**src/rtl/shifter_pkg.sv**
```systemverilog
// Shared definitions for the barrel-shifter front end: default geometry and
// the request sequencer state type.
package shifter_pkg;
    localparam int DEF_WIDTH = 8;
    localparam int DEF_N     = 16;
    localparam int DEF_K     = 4;
    localparam int DEF_LAT   = 4;

    typedef enum logic {
        IDLE  = 1'b0,
        ISSUE = 1'b1
    } seq_state_e;
endpackage

```
**src/rtl/tag_delay_line.sv**
```systemverilog
// Register chain that keeps a small tag aligned with the free-running shifter
// pipeline; every stage is cleared on reset.
module tag_delay_line #(
    parameter int DEPTH = 4,
    parameter int DW    = 6
) (
    input  logic          clk,
    input  logic          reset,
    input  logic [DW-1:0] din,
    output logic [DW-1:0] dout
);
    logic [DEPTH-1:0][DW-1:0] stage;

    always_ff @(posedge clk) begin
        if (reset) begin
            stage <= '0;
        end else begin
            stage[0] <= din;
            for (int i = 1; i < DEPTH; i++) stage[i] <= stage[i-1];
        end
    end

    assign dout = stage[DEPTH-1];
endmodule

```
**src/rtl/shift_request_sequencer.sv**
```systemverilog
// Feeds the pipelined barrel shifter: replays one latched vector with a
// select stepping modulo N and tags each issue through a matched delay line.
module shift_request_sequencer
    import shifter_pkg::*;
#(
    parameter int WIDTH = DEF_WIDTH,
    parameter int N     = DEF_N,
    parameter int K     = DEF_K,
    parameter int LAT   = DEF_LAT
) (
    input  logic               clk,
    input  logic               reset,
    input  logic               req_valid,
    output logic               req_ready,
    input  logic [N*WIDTH-1:0] req_data,
    input  logic [K-1:0]       req_start,
    input  logic [K:0]         req_count,
    input  logic               issue_en,
    output logic [N*WIDTH-1:0] shift_in,
    output logic [K-1:0]       shift_sel,
    output logic               issue_valid,
    output logic               out_valid,
    output logic               out_last,
    output logic [K-1:0]       out_index
);
    localparam logic [K:0] FULL_COUNT = (K+1)'(N);
    localparam logic [K:0] ONE_LEFT   = (K+1)'(1);

    seq_state_e         state, state_next;
    logic [N*WIDTH-1:0] data_r;
    logic [K-1:0]       sel_r;
    logic [K:0]         remaining;
    logic [K:0]         count_sat;
    logic               last_r;
    logic               fire, is_last, accept;

    // Illegal counts above N clamp to a full sweep.
    assign count_sat = (req_count > FULL_COUNT) ? FULL_COUNT : req_count;

    always_ff @(posedge clk) begin
        if (reset) state <= IDLE;
        else       state <= state_next;
    end

    always_comb begin
        state_next = state;
        req_ready  = 1'b0;
        fire       = 1'b0;
        is_last    = 1'b0;
        accept     = 1'b0;
        case (state)
            IDLE: begin
                req_ready = 1'b1;
                accept    = req_valid;
                if (accept && count_sat != '0) state_next = ISSUE;
            end
            ISSUE: begin
                fire      = issue_en;
                is_last   = issue_en && (remaining == ONE_LEFT);
                // The last issue frees the slot, so the next request can chain in.
                req_ready = is_last;
                accept    = is_last && req_valid;
                if (is_last) state_next = (accept && count_sat != '0) ? ISSUE : IDLE;
            end
            default: state_next = IDLE;
        endcase
    end

    always_ff @(posedge clk) begin
        if (reset) begin
            data_r      <= '0;
            sel_r       <= '0;
            remaining   <= '0;
            shift_in    <= '0;
            shift_sel   <= '0;
            issue_valid <= 1'b0;
            last_r      <= 1'b0;
        end else begin
            issue_valid <= fire;
            last_r      <= is_last;
            if (fire) begin
                shift_in  <= data_r;
                shift_sel <= sel_r;
                sel_r     <= sel_r + 1'b1;
                remaining <= remaining - 1'b1;
            end
            // A chained accept overrides the step of the issue it coincides with.
            if (accept) begin
                data_r    <= req_data;
                sel_r     <= req_start;
                remaining <= count_sat;
            end
        end
    end

    tag_delay_line #(
        .DEPTH (LAT),
        .DW    (K + 2)
    ) u_tag_delay (
        .clk   (clk),
        .reset (reset),
        .din   ({issue_valid, last_r, shift_sel}),
        .dout  ({out_valid, out_last, out_index})
    );
endmodule
```
**config.mk**
```make
export PLATFORM = sky130hd
export DESIGN_NAME = shift_request_sequencer
export DESIGN_NICKNAME = d
export VERILOG_FILES = /design/src/rtl/shifter_pkg.sv /design/src/rtl/tag_delay_line.sv /design/src/rtl/shift_request_sequencer.sv
export SDC_FILE = /design/constraint.sdc
export NUM_CORES = 1
export LEC_CHECK = 0
export ABC_AREA = 0
export ABC_CLOCK_PERIOD_IN_PS = 2700
export CORE_MARGIN = 2
export CORE_UTILIZATION = 30
export CTS_CLUSTER_DIAMETER = 30
export DETAILED_ROUTE_END_ITERATION = 10
export PLACE_DENSITY = 0.55
export SYNTH_ARGS = -nofsm -noshare
export SYNTH_HDL_FRONTEND = slang
export SYNTH_SLANG_ARGS = --single-unit
```
**constraint.sdc**
```tcl
create_clock -name clk -period 2.7 [get_ports clk]
set_input_delay 0.675 -clock clk [delete_from_list [all_inputs] [get_ports clk]]
set_output_delay 0.675 -clock clk [all_outputs]
set_load 0.05 [all_outputs]
```
==> impl_results.md, run 1 <==
* Compound-gate portion of the synthesized area at 14.12%
* Kind of critical path: register to primary output
* Number of DRC markers in iteration 0 at 398
* Root buf cell: clkbuf_16
* Arr. time, crit path at 1.90 ns
* Postcts setup bufs at 0
* Critical path endpoint category: primary output
* Post-route ant nets at 0
* Ys flop type: dfxtp_1
* Crit Path Max Fanout at 4
* Hold Crit Class: register to register
* Clk slew on worst S/H paths at 0.05 ns
* Setup crit start kind: register
* Crit path max-delay family: simple AND/OR/NAND/NOR gates
* Mapped Cells at around 1,200
* TritonCTS Buffers at 69
* Post-synthesis simple-gate area fraction at 21.74%
* Lkg Pwr at roughly 5.8 nW
* Post_cts resized at 0
* Post-synth EDFFs at 0
* Outcome: finished, final reports clean
* Final WL at 29,040 um
* Worst-skew pair later-pin latency at around 0.56 ns
* Register bit total from synthesis at 296
* Clock sinks at 296
* Antenna violations before repair at 3
* Syn Std Cell Area at 0.01018 mm^2
* Minimum clock period at approximately 2.6 ns
* Most common cell in the netlist: nand2_1
* Setup TNS at 0 ns
* First-pass GRT wire length at around 46,000 um
* Post-synthesis xor/xnor area fraction at 0.5164%
* Largest net degree at the start of global routing at 84
* Slowest CP cell: or3b_4
* Final setup viols at 0
* Via Count at 9,095
* Place WS at 0.2004 ns
* PnR worst setup slack at ~0.12 ns
* Peak VDD IR at 0.4693 mV
* Post-Synth Adder-Cell Area at 0.3689%
* Vias/cell at approximately 4.5
* Tot Pwr at 14.02 mW
* Die X at 188.2 um
* Top cells by area, synth: dfxtp_1, nand2_1, a21oi_1, clkbuf_1, nor2b_1
* Buf/Inv on CP at 1
* Layout cells sized above 1 at roughly a tenth
* Vias in the first global route at 8,827
* Setup Skew at roughly 0.022 ns
* Die area at 0.03541 mm^2
* Combined area of the multi-input logic cells at between 0.003 and 0.004 mm^2
* Area Overhead vs Synth at 55.44%
* Pins over their slew limit at 0
* Initial Utilization at 30.42%
* Nets@finish at 1,669
* Register area at approximately 0.006 mm^2
* Max_cap viols at 0
* CTS tree: done
* Fill cells at 3,219
* Req. time, crit path at between 2 and 2.5 ns
* Slew @ Worst Pin at 0.6218 ns
* Routability cong. at 0.7458
* Net Count, Synth at around 1,400
* Register area share after synthesis at 58.23%
* H-Tree Depth at 3
* Routed wire per std cell at 14.30 um
* Mux contribution to synthesized area at 0%
* # hold bufs at CTS at 0
* Cell variety after synth at 30
* Area leader, netlist: dfxtp_1
* Synth top area share at 58.23%
* I/O pins at 281
* DR DRC count at 0
* Buffers on Ports at 280
* GRT Util Overall at between 10% and 20%
* Reg2reg setup slack at 0.74 ns
* Yosys warns at 0
* Core Rows at 67
* RSZ-0062 raised after global routing: no
* Endpoints failing hold at 0
* CP cell instances: ha_1, or3b_4, o21ai_2, buf_12
* FMAX at just under 400 MHz
* Rel. slew slack at 58.42%
* Main combinational cell family by area after synthesis: simple AND/OR/NAND/NOR gates
* Die H at ~190 um
* Critical Path Max Stage Delay at 0.42 ns
* TritonRoute pass-1 iters at 4
* Core Box Area at 0.03345 mm^2
* Post-synth ARST share at 0%
* Final HPWL DP at 18,070 um
* Fin crit share at 95.39%
* Synth top cells by count: nand2_1, dfxtp_1, a21oi_1
* PwrDens at 886.6 mW/mm^2
* CTS Buffer Depth at 3
* Synth Area per Inst at 8.160 um^2
* GRT overflow at 0
-- sequential cells by signal, summed over array words and instances (netlist names), 4 cells and up --
| name | count |
|---|---|
| data_r | 128 |
| shift_in | 128 |
| u_tag_delay.stage | 18 |
| u_tag_delay.dout | 6 |
| remaining | 5 |
| sel_r | 4 |
| shift_sel | 4 |
-- cells by family (layout without fill, tap and decap cells) --
| group | count (synthesis) | count (layout) |
|---|---|---|
| other | 0 | 3 |
| flip-flops | 296 | 296 |
| buffers and inverters | 100 | 433 |
| AO/OA/AOI/OAI | 278 | 278 |
| AND/OR/NAND/NOR | 564 | 564 |
| adder cells (fa/ha/maj) | 3 | 3 |
| XOR/XNOR | 6 | 6 |
-- final timing paths --
kind	from	end	depth (start not counted)
hold / removal	u_tag_delay.stage[2]	u_tag_delay.stage[8]	1
setup / recovery	remaining[0]	req_ready	4
hold reg to reg	u_tag_delay.stage[2]	u_tag_delay.stage[8]	1
setup reg to reg	remaining[0]	data_r[3]	6
-- through the flow --
stage | cell area [um^2] | util, % | hold WS (ns) | cells
after floorplan | 10180 | - | 0.4138 | 1247
after global routing | 15820 | 47.28 | 0.4485 | 2030
final | 15820 | 47.29 | 0.4206 | 2031
after global placement | 13430 | 40.16 | 0.4163 | 1902
after CTS | 15810 | 47.26 | 0.4245 | 2028
after detailed placement | 13430 | 40.16 | 0.4204 | 1902
-- cell type report --
class	instances	area share, %
Antenna cell	3	0.04746
Clock buffer	90	12.50
Clock inverter	36	2.515
Inverter	4	0.09492
Multi-Input combinational cell	851	23.83
Sequential cell	296	37.46
Tap cell	448	3.544
Timing Repair Buffer	303	20.01
-- per-layer routing --
layer  GRT usage [%]  routed length (um)  up-vias
li1                -                   -     4612
met1           19.66               12630     4188
met2           25.90               13480      241
met3           5.886                2255       54
met4           7.389                 667        0
met5               0                   0        -
-- power breakdown --
part | switching (mW) | internal, mW
registers | 0.0937 | 4.57
clock network | 2.57 | 5.73
logic | 0.609 | 0.454
total | 3.27 | 10.7
-- worst register-to-register path: stages (launching register included) --
cell     delay [ns]
dfxtp_1        0.39
ha_1           0.16
or3b_4         0.42
o22a_4         0.39
buf_12         0.25
nand2_1        0.13
a21oi_1        0.07
-- placed cells by master, fill, tap and decap left out, drive strengths merged, types with 5 or more instances in the layout --
cell type	instances
inv	12
clkinvlp	5
clkinv	17
a211oi	5
nand2	521
buf	25
nor2	6
a21oi	262
clkdlybuf4s50	278
clkbuf	90
dfxtp	296
nor2b	24
bufinv	6
Power figures use the tool's default switching activity.
==> inputs of run 2 (changes only) <==
==> constraint.sdc (replaced) <==
create_clock -name clk -period 2.7 [get_ports clk]
set_input_delay 0.675 -clock clk [delete_from_list [all_inputs] [get_ports clk]]
set_output_delay 0.675 -clock clk [all_outputs]
set_load 0.1 [all_outputs]
==> run 2 against run 1 <==
Effect of this change: combinational power grew 13%; register-to-register slack got worse by 0.02 ns; global-route usage grew 0.19 points; critical path depth unchanged; via count shrank 0.37%.
==> impl_results.md, run 2 (synthesized netlist as in run 1, its figures left out) <==
* Nets@finish at 1,675 (was 1,669)
* Finished Layout Cells at 2,038 (was 2,031)
* Core Box Area at 0.03345 mm^2 (unchanged)
* Post-layout util at 47.09% (was 47.29%)
* Buffers on Ports at 280 (unchanged)
* Hold Path Depth at 1 (unchanged)
* Antenna violations before repair at 2 (was 3)
* PwrDens at 957.1 mW/mm^2 (was 886.6 mW/mm^2)
* Via Count at 9,061 (was 9,095)
* Lkg Pwr at 6.140 nW (was 5.754 nW)
* Largest net degree at the start of global routing at 77 (was 84)
* Initial Utilization at 30.42% (unchanged)
* Vias in the first global route at 8,894 (was 8,827)
* Outcome: finished, final reports clean (unchanged)
* Reg2reg setup slack at 0.72 ns (was 0.74 ns)
* PnR worst setup slack at 0.1059 ns (was 0.1245 ns)
* Die H at 188.2 um (unchanged)
* Place WS at 0.1948 ns (was 0.2004 ns)
* Pins over their slew limit at 0 (unchanged)
* CTS Buffer Depth at 3 (unchanged)
* TritonCTS Buffers at 72 (was 69)
* CTS tree: done (unchanged)
* Die area at 0.03541 mm^2 (unchanged)
* Post-route ant nets at 0 (unchanged)
* DR DRC count at 0 (unchanged)
* FMAX at 385.5 MHz (was 388.3 MHz)
* TritonRoute pass-1 iters at 4 (unchanged)
* Final HPWL DP at 18,220 um (was 18,070 um)
* Setup crit start kind: register (unchanged)
* Crit path max-delay family: simple AND/OR/NAND/NOR gates (unchanged)
* Arr. time, crit path at 1.92 ns (was 1.90 ns)
* Worst-skew pair later-pin latency at 0.56 ns (about the same)
* Clk slew on worst S/H paths at 0.05 ns (about the same)
* Max_cap viols at 0 (unchanged)
* Area Overhead vs Synth at 54.79% (was 55.44%)
* Final WL at 29,250 um (was 29,040 um)
* H-Tree Depth at 3 (unchanged)
* Crit Path Max Fanout at 4 (unchanged)
* Core Rows at 67 (unchanged)
* Buf/Inv on CP at 1 (unchanged)
* Largest registers: data_r (128), shift_in (128), u_tag_delay.stage (18) (unchanged)
* Rel. slew slack at 68.54% (was 58.42%)
* Placed insts at 1,905 (was 1,902)
* I/O pins at 281 (unchanged)
* Fin area at 0.01575 mm^2 (was 0.01582 mm^2)
* Root buf cell: clkbuf_16 (unchanged)
* GRT overflow at 0 (unchanged)
* Endpoints failing hold at 0 (unchanged)
* Routed wire per std cell at 14.35 um (was 14.30 um)
* Die X at 188.2 um (unchanged)
* Clock sinks at 296 (unchanged)
* First-pass GRT wire length at 46,960 um (was 46,300 um)
* Peak VDD IR at 0.4705 mV (was 0.4693 mV)
* WHS Endpoint: u_tag_delay.stage[16] (was u_tag_delay.stage[8])
* Slew @ Worst Pin at 0.4720 ns (was 0.6218 ns)
* Req. time, crit path at 2.03 ns (about the same)
* Fin crit share at 96.08% (was 95.39%)
* Critical path endpoint category: primary output (unchanged)
* Critical Path Max Stage Delay at 0.43 ns (was 0.42 ns)
* CP cell instances: ha_1, or3b_4, o21ai_4, buf_12 (was ha_1, or3b_4, o21ai_2, buf_12)
* Commonest non-fill, non-tap cells in the layout: nand2_1, dfxtp_1, a21oi_1 (was nand2_1, dfxtp_1, clkdlybuf4s50_1)
* Minimum clock period at 2.594 ns (was 2.575 ns)
* Routability cong. at 0.7875 (was 0.7458)
* DP Area at 0.01311 mm^2 (was 0.01343 mm^2)
* Postcts setup bufs at 0 (unchanged)
* Hold Crit Class: register to register (unchanged)
* # hold bufs at CTS at 0 (unchanged)
* RR Startpoint: remaining[0] (unchanged)
* Most common cell after layout, fill and taps aside: nand2_1 (unchanged)
* Final setup viols at 0 (unchanged)
* Tot Pwr at 15.08 mW (was 14.02 mW)
* RSZ-0062 raised after global routing: no (unchanged)
* R2R Path End: data_r[59] (was data_r[3])
* Slowest CP cell: or3b_4 (unchanged)
* Setup TNS at 0 ns (unchanged)
* Setup Skew at 0.02090 ns (was 0.02247 ns)
* Hold path start: u_tag_delay.stage[10] (was u_tag_delay.stage[2])
* GRT Util Overall at 16.46% (was 16.27%)
* Kind of critical path: register to primary output (unchanged)
* Reg2Reg Depth at 6 (unchanged)
* Layout cells sized above 1 at 18.70% (was 9.620%)
* Minimum hold slack at 0.4286 ns (was 0.4206 ns)
* Vias/cell at 4.446 (was 4.478)
* Number of DRC markers in iteration 0 at 369 (was 398)
run 2: metal layers:
layer	vias to the layer above	routed length (um)	global-route usage (%)
li1	4610	-	-
met1	4132	12610	19.73
met2	260	13540	26.78
met3	59	2397	5.699
met4	0	706	7.087
met5	-	0	0
run 2: timing repair:
action,CTS,global route
setup endpoints to repair,0,1
hold endpoints to repair,0,0
resized for setup,0,1
run 2: worst register-to-register path: cells and delay by family, from the launching register on:
family | cells | cell delay [ns]
buf+inv | 1 | 0.35
compound gates | 2 | 0.49
flops | 1 | 0.38
simple gates | 2 | 0.52
fa+ha+maj | 1 | 0.16
run 2: final cells by class:
type / count / area [um^2]
Antenna cell: 2 / 5.005
Clock buffer: 86 / 1936
Clock inverter: 45 / 693.2
Fill cell: 3254 / 17700
Inverter: 4 / 15.01
Multi-Input combinational cell: 851 / 3776
Sequential cell: 296 / 5926
Tap cell: 448 / 560.5
Timing Repair Buffer: 306 / 2840
run 2: worst max path at each step:
| stage | end | from | slack [ns] | cells after the start |
|---|---|---|---|---|
| after CTS | req_ready | remaining[0] | 0.05 | 4 |
| after detailed placement | req_ready | issue_en | 0.19 | 4 |
| after floorplan | req_ready | remaining[0] | 0.29 | 3 |
| after global routing | req_ready | remaining[0] | 0.02 | 4 |
| after global placement | req_ready | issue_en | 0.22 | 4 |
| final | req_ready | remaining[0] | 0.11 | 4 |
run 2: power by group:
part,switching (mW),internal (mW)
combinational,0.761,0.442
clock,2.66,6.55
sequential,0.0955,4.57
